$ cat config.mk
export PLATFORM = sky130hd
export DESIGN_NAME = mem_read_pipe
export DESIGN_NICKNAME = d
export VERILOG_FILES = /design/src/rtl/mem_read_pipe.sv
export SDC_FILE = /design/constraint.sdc
export NUM_CORES = 1
export LEC_CHECK = 0
export ABC_AREA = 1
export BUFFER_PORTS_ARGS = -buffer_cell sky130_fd_sc_hd__buf_2
export CAP_MARGIN = 20
export CORE_MARGIN = 2
export CORE_UTILIZATION = 50
export DETAILED_ROUTE_END_ITERATION = 10
export GPL_TIMING_DRIVEN = 1
export PLACE_DENSITY_LB_ADDON = 0.12
export SYNTH_ARGS = -nofsm -noshare
export SYNTH_HDL_FRONTEND = slang
export SYNTH_SLANG_ARGS = --single-unit
$ cat constraint.sdc
create_clock -name clk -period 1.35 [get_ports clk]
set_input_delay 0.27 -clock clk [delete_from_list [all_inputs] [get_ports clk]]
set_output_delay 0.27 -clock clk [all_outputs]
set_load 0.02 [all_outputs]
$ cat src/rtl/mem_read_pipe.sv
// mem_read_pipe: parametrised single-write / single-read synchronous memory.
// One write port, one read port with a read-valid handshake, selectable
// read latency (0, 1 or 2 cycles), out-of-range address detection and a
// selectable read-during-write policy. Storage is never reset.
module mem_read_pipe #(
  parameter int unsigned WIDTH  = 32,
  parameter int unsigned DEPTH  = 8,
  parameter int unsigned LAT    = 1,
  parameter int unsigned BYPASS = 1
) (
  input  logic             clk,
  input  logic             reset,
  input  logic             io_ren,
  input  logic [31:0]      io_raddr,
  input  logic             io_wen,
  input  logic [31:0]      io_waddr,
  input  logic [WIDTH-1:0] io_wdata,
  output logic             io_rvalid,
  output logic [WIDTH-1:0] io_rdata,
  output logic             io_rerr
);

  localparam int unsigned AW = $clog2(DEPTH);

  // Word storage; contents survive reset.
  logic [WIDTH-1:0] mem_q [DEPTH];

  // Address decode. Any set bit above the index field makes the address
  // illegal; addresses are never folded back into the array.
  logic          rd_oob;
  logic          wr_oob;
  logic [AW-1:0] rd_idx;
  logic [AW-1:0] wr_idx;
  logic          wr_fire;
  logic          rd_hit;
  logic [WIDTH-1:0] rd_word;

  assign rd_oob  = |io_raddr[31:AW];
  assign wr_oob  = |io_waddr[31:AW];
  assign rd_idx  = io_raddr[AW-1:0];
  assign wr_idx  = io_waddr[AW-1:0];

  // A write only lands when out of reset and the address is legal.
  assign wr_fire = io_wen & reset & ~wr_oob;

  // Same-cycle write to the word being read: forward the new data only
  // when bypass is selected, otherwise the array supplies the old value.
  assign rd_hit  = (BYPASS != 0) && wr_fire && !rd_oob && (io_waddr == io_raddr);

  // Read result for the request presented this cycle.
  always_comb begin
    rd_word = '0;
    if (!rd_oob) begin
      rd_word = rd_hit ? io_wdata : mem_q[rd_idx];
    end
  end

`ifndef SYNTHESIS
  // Simulation-only scramble of the array so that reads of never-written
  // words do not silently look like zero.
  initial begin
    for (int i = 0; i < int'(DEPTH); i++) begin
      mem_q[i] = WIDTH'({$urandom, $urandom});
    end
  end
`endif

  // Write port: plain clocked array write so the storage maps onto RAM.
  always @(posedge clk) begin
    if (wr_fire) begin
      mem_q[wr_idx] <= io_wdata;
    end
  end

  generate
    if (LAT == 0) begin : g_lat0
      // Purely combinational read path; nothing here sees reset.
      always_comb begin
        io_rvalid = io_ren;
        io_rerr   = io_ren & rd_oob;
        io_rdata  = io_ren ? rd_word : '0;
      end
    end else begin : g_pipe
      logic             s1_valid_q, s1_valid_d;
      logic             s1_err_q,   s1_err_d;
      logic [WIDTH-1:0] s1_data_q,  s1_data_d;

      // First stage next state: capture the request at its own edge so a
      // later write to the same word cannot change an in-flight result.
      always_comb begin
        s1_valid_d = io_ren;
        s1_err_d   = io_ren & rd_oob;
        s1_data_d  = io_ren ? rd_word : s1_data_q;
      end

      // First stage registers, cleared immediately by reset.
      always_ff @(posedge clk or negedge reset) begin
        if (!reset) begin
          s1_valid_q <= 1'b0;
          s1_err_q   <= 1'b0;
          s1_data_q  <= '0;
        end else begin
          s1_valid_q <= s1_valid_d;
          s1_err_q   <= s1_err_d;
          s1_data_q  <= s1_data_d;
        end
      end

      if (LAT == 1) begin : g_lat1
        assign io_rvalid = s1_valid_q;
        assign io_rerr   = s1_err_q;
        assign io_rdata  = s1_data_q;
      end else begin : g_lat2
        logic             s2_valid_q, s2_valid_d;
        logic             s2_err_q,   s2_err_d;
        logic [WIDTH-1:0] s2_data_q,  s2_data_d;

        // Second stage next state: advance a valid result, otherwise keep
        // the last data and drop valid/err.
        always_comb begin
          s2_valid_d = s1_valid_q;
          s2_err_d   = s1_valid_q & s1_err_q;
          s2_data_d  = s1_valid_q ? s1_data_q : s2_data_q;
        end

        // Output register stage, cleared immediately by reset.
        always_ff @(posedge clk or negedge reset) begin
          if (!reset) begin
            s2_valid_q <= 1'b0;
            s2_err_q   <= 1'b0;
            s2_data_q  <= '0;
          end else begin
            s2_valid_q <= s2_valid_d;
            s2_err_q   <= s2_err_d;
            s2_data_q  <= s2_data_d;
          end
        end

        assign io_rvalid = s2_valid_q;
        assign io_rerr   = s2_err_q;
        assign io_rdata  = s2_data_q;
      end
    end
  endgenerate

endmodule

; Word-level counts from Yosys, hierarchy flattened
; Memories as Yosys holds them, arrays and structs flattened.
; Cells that the tools add are included.
[word_totals]
inputBits = 100
regBits = 34
word_cells = 18
memories = 1
mem_bits_rw = 256
out_inout_bits = 34
[classes]
eq_ne = 1
reduce_logical = 5
bitwise = 4
mux = 4
[mem_list]
columns = memory, depth, width, rd, rd_clocked_by_memory_dff, write_ports, line
row1 = mem_q, 8, 32, 1, 0, 1, 26  ; logic [WIDTH-1:0] mem_q [DEPTH];
[op_table]
columns = op, n
row1 = 32-bit 2-to-1 mux, 2
row2 = 29-bit OR reduction, 2
row3 = 32-bit == test, 1
row4 = 1-bit AND, 3
row5 = 1-bit logical AND, 2
row6 = 1-bit 2-to-1 mux, 2
row7 = 1-bit zero test, 1
row8 = 1-bit NOT, 1

; Logic depth before layout (Yosys ltp)
[logic_depth]
depth_word = 7
mapped_depth = 13
ltp_nobuf = 12

; Worst setup path after synthesis
; No wires, ideal clock.
[synth_path]
kind = in2reg
from = in io_waddr[23]
to = mem mem_q[0][0], enable pin
required_time_ns = 0.889
path_stages = 7
arrival_time_ns = 3.073
n_path_buf = 0
slack_ns = -2.184
setup_time_ns = 0.461
cell_sequence = nor2_1 nand2_1 nor2_1 nand2_1 nor2_1 nand2_1 nor3_1
[synth_between]
elab_chain_cells = 5
[synth_rtl]
columns = item, line
row1 = "start, declared", 16  ; input logic [31:0] io_waddr,
row2 = 29-bit OR reduction, 39  ; assign wr_oob = |io_waddr[31:AW];
row3 = 1-bit NOT, 44  ; assign wr_fire = io_wen & reset & ~wr_oob;
row4 = 1-bit AND, 44
row5 = 1-bit 2-to-1 mux, 70  ; if (wr_fire) begin
row6 = 1-bit 2-to-1 mux (not written as such), 71  ; mem_q[wr_idx] <= io_wdata;
row7 = "end, declared", 26
; Every way passes these cells.

; Worst setup path in the final report
[layout_path]
from = reg g_pipe.s1_data_q[0], in the netlist io_rdata[0]
to = out io_rdata[0]
[layout_lines]
columns = item, line
row1 = "start, declared", 86  ; logic [WIDTH-1:0] s1_data_q, s1_data_d;
row2 = "start signal, assigned", 105  ; s1_data_q <= s1_data_d;
row3 = "end, declared", 19  ; output logic [WIDTH-1:0] io_rdata,
; No word-level cell between the ends.

==> metrics.md <==
| Metric | Value |
|---|---|
| Worst VDD drop | 1.00 mV |
| Max Clock Freq | 702 MHz |
| Diodes inserted | 0 |
| Tmin final | 1.43 ns |
| H-tree depth | 1 |
| Clk Latency, worst-skew pair | 0.55 ns |
| Worst-case clock buffer depth | 3 |
| WP data required | 1.08 ns |
| CTS tree | built |
| Crit Path Category | register to primary output |
| Power share of the clock group | 41.1% |
| Sequential power share | 50.7% |
| Post-DP HPWL | 20.5 mm |
| Core area | 25,000 um2 |
| DRT iter0 DRCs | 941 |
| Dpl ws | -0.632 ns |
| Sequential-to-total area share from yosys stat | 67.2% |
| Slew Limit Fails | 0 |
| Placed insts | 1,679 |
| Wire per inst | 19.4 um |
| Drt first pass iters | 5 |
| Arr. time, crit path | 1.16 ns |
| Area growth syn-to-layout | 34.5% |
| Number of synthesized register bits | 290 |
| Worst Setup EP | io_rdata[0] |
| Final setup TNS | -1.37 ns |
| R2R Path Start | mem_q[7][1]$_DFFE_PP_ |
| # DRC | 0 |
| Full die area | 26,700 um2 |
| Crit path max fanout | 2 |
| Die Y | 163 um |
| Period Utilization, post-route | 106% |
| RSZ-0062 raised after global routing | yes |
| Post-layout util | 68.3% |
| Vias in the first global route | 9,622 |
| Chip width | 163 um |
| Initial Util | 50.8% |
| Share of post-route cells with drive strength above 1 | 29.4% |
| Net Sw Frac | 22.2% |
| Status | complete, but fails checks |
| Pin count of the biggest net entering global routing | 38 |
| NetSw | 4.27 mW |
| Max Clock Skew | 0.00775 ns |
| Root buffer cell | clkbuf_16 |
| First-pass GRT wire length | 51.6 mm |
| Initial antenna violation count | 0 |
| DRT antenna net count | 0 |
| Fin cells | 1,784 |
| Buffers on Ports | 133 |
| CP delay by family, top | flip-flops |
| Critical path depth in cells | 1 |
| Crit. End Element | primary output |
| Critical path, cell by cell | buf_6 |
| Vias | 9,684 |
| Worst Reg-to-Reg Cells | 6 |
| Max Cap Viol | 0 |
| Crit-path max cell delay | 0.44 ns |
| Pint | 15.0 mW |
| CP Launch Point | io_rdata[0]$_DFFE_PN0P_ |
| Std-Cell Rows | 58 |
| Routed WL | 34.6 mm |
| Post-Syn Area per Cell | 10.9 um2 |
| Post-Syn Instances | 1,169 |
| HP Class | input pin to register |
| Via/cell ratio | 5.43 |
| Slowest CP cell | dfrtp_1 |
| Post-layout nets | 1,530 |
| Power density cells | 1130 nW/um2 |
| Leakage power | 7.18 nW |
| Synth Cell Area | 12,700 um2 |
| IO Pins | 134 |
| Hold Vio Cnt, Final | 0 |
| Worst slew pin tran | 0.577 ns |
| GPL Wtd Cong | 0.863 |
| Reg-to-reg slack, setup | 0.11 ns |
| Comb pwr share | 8.2% |
| Startpoint types | register |
| Worst R2R End | io_rdata[1]$_DFFE_PN0P_ |
| Failing checks | setup timing |
| Synth unique cells | 25 |
| GR Util All Layers | 25.1% |
| Hold path depth | 1 |
| Sink Count | 290 |
| GRT overflow | 0 |
| Clk slew on worst S/H paths | 0.06 ns |
| Num CTS Buffers | 30 |
| Synth warn | 0 |
| Buf/Inv on CP | 1 |
| Syn Nets | 1,269 |
| Final setup fails | 36 |
| Final worst slack | -0.0751 ns |
| Slew headroom | 61.6% |
worst register-to-register path, cell delays in order, from the launching register on:
cell	delay (ns)
edfxtp_1	0.36
a21oi_1	0.15
a22oi_1	0.10
mux2i_1	0.27
nand2_1	0.09
nand3_1	0.10
nand2_1	0.06
cell families (layout without fill, tap and decap cells):
group	after synthesis	after routing	share of synthesized area, %
compound gates	193	193	8.86
mux	32	32	2.52
buf+inv	159	444	5.42
xor+xnor	8	8	0.551
simple gates	487	487	15.5
flops	290	290	67.2
through the flow:
step | instance area (um2) | power [mW] | hold WS (ns)
2_1_floorplan | 13000 | 10.7 | -0.0256
3_3_place_gp | 14900 | 11.4 | 0.443
3_5_place_dp | 14900 | 11.4 | 0.442
4_1_cts | 16400 | 19.2 | 0.000411
5_1_grt | 17100 | 19.8 | 0.0162
6_report | 17100 | 19.3 | 0.0148
layout make-up:
cell class	count	area [um2]
Sequential cell	290	8540
Fill cell	1860	7940
Multi-Input combinational cell	720	3950
Timing Repair Buffer	290	2880
Clock buffer	38	801
Tap cell	330	413
Inverter	98	372
Clock inverter	18	150
routing by layer:
metal	GRT usage [%]	share of wire, %
met1	34.4	42
met2	42.6	50
met3	2.69	6.1
met4	7.04	2.0
met5	0	0
cell usage in the layout, fill, tap and decap left out, types with 35 or more instances in the layout:
cell | netlist | layout
buf_4 | 3 | 95
buf_2 | 14 | 77
nand2_1 | 343 | 330
a22oi_1 | 64 | 64
clkbuf_16 | 0 | 37
buf_6 | 7 | 68
inv_1 | 93 | 92
nor2_1 | 61 | 38
a21oi_1 | 128 | 128
buf_12 | 0 | 35
edfxtp_1 | 256 | 256
worst min path at each step:
stage	from	end	slack, ns
floorplan	reset	io_rdata[0]$_DFFE_PN0P_	-0.03
global placement	io_ren	io_rvalid$_DFF_PN0_	0.44
detailed placement	io_ren	io_rvalid$_DFF_PN0_	0.44
CTS	io_wdata[12]	mem_q[1][12]$_DFFE_PP_	0.0004
global route	io_wdata[4]	mem_q[7][4]$_DFFE_PP_	0.02
finish	io_wdata[27]	mem_q[7][27]$_DFFE_PP_	0.01
synthesized netlist by cell type:
cell type / instances / share of area, %
nor3_1: 8 / 0.32
clkinv_1: 2 / 0.059
nand3_1: 66 / 2.6
dfrtp_1: 34 / 6.7
clkbuf_4: 3 / 0.18
buf_6: 7 / 0.62
inv_1: 93 / 2.7
nor2_2: 3 / 0.15
buf_4: 3 / 0.18
buf_2: 14 / 0.55
nand3_2: 1 / 0.079
nor2_1: 61 / 1.8
inv_2: 3 / 0.089
a21oi_1: 128 / 5.0
mux2i_1: 32 / 2.5
a22oi_1: 64 / 3.8
nor2_8: 1 / 0.16
nor2_4: 1 / 0.089
edfxtp_1: 256 / 60
xnor2_1: 8 / 0.55
buf_1: 10 / 0.30
clkbuf_1: 24 / 0.71
nand2_1: 343 / 10
nand2_2: 3 / 0.15
o21ai_0: 1 / 0.039
power by group through the flow:
stage	logic [mW]	registers, mW	clock network [mW]
final	1.58	9.76	7.92
after global routing	1.74	9.76	8.35
after CTS	1.49	9.76	8.00
after detailed placement	1.46	9.95	0
after global placement	1.44	9.95	0
after floorplan	0.711	9.96	0
sequential cells by signal (all words and copies together), names as in the netlist:
register / count
io_rdata: 32
io_rerr: 1
io_rvalid: 1
mem_q: 256
what timing repair did:
action | CTS | global route
pin swaps | 11 | 33
gates resized for setup | 76 | 94
hold buffers | 2 | 0
gates cloned | 3 | 9
endpoints found under the hold margin | 35 | 0
endpoints found under the setup margin | 237 | 322
setup buffers | 20 | 18
Power figures use the tool's default switching activity.
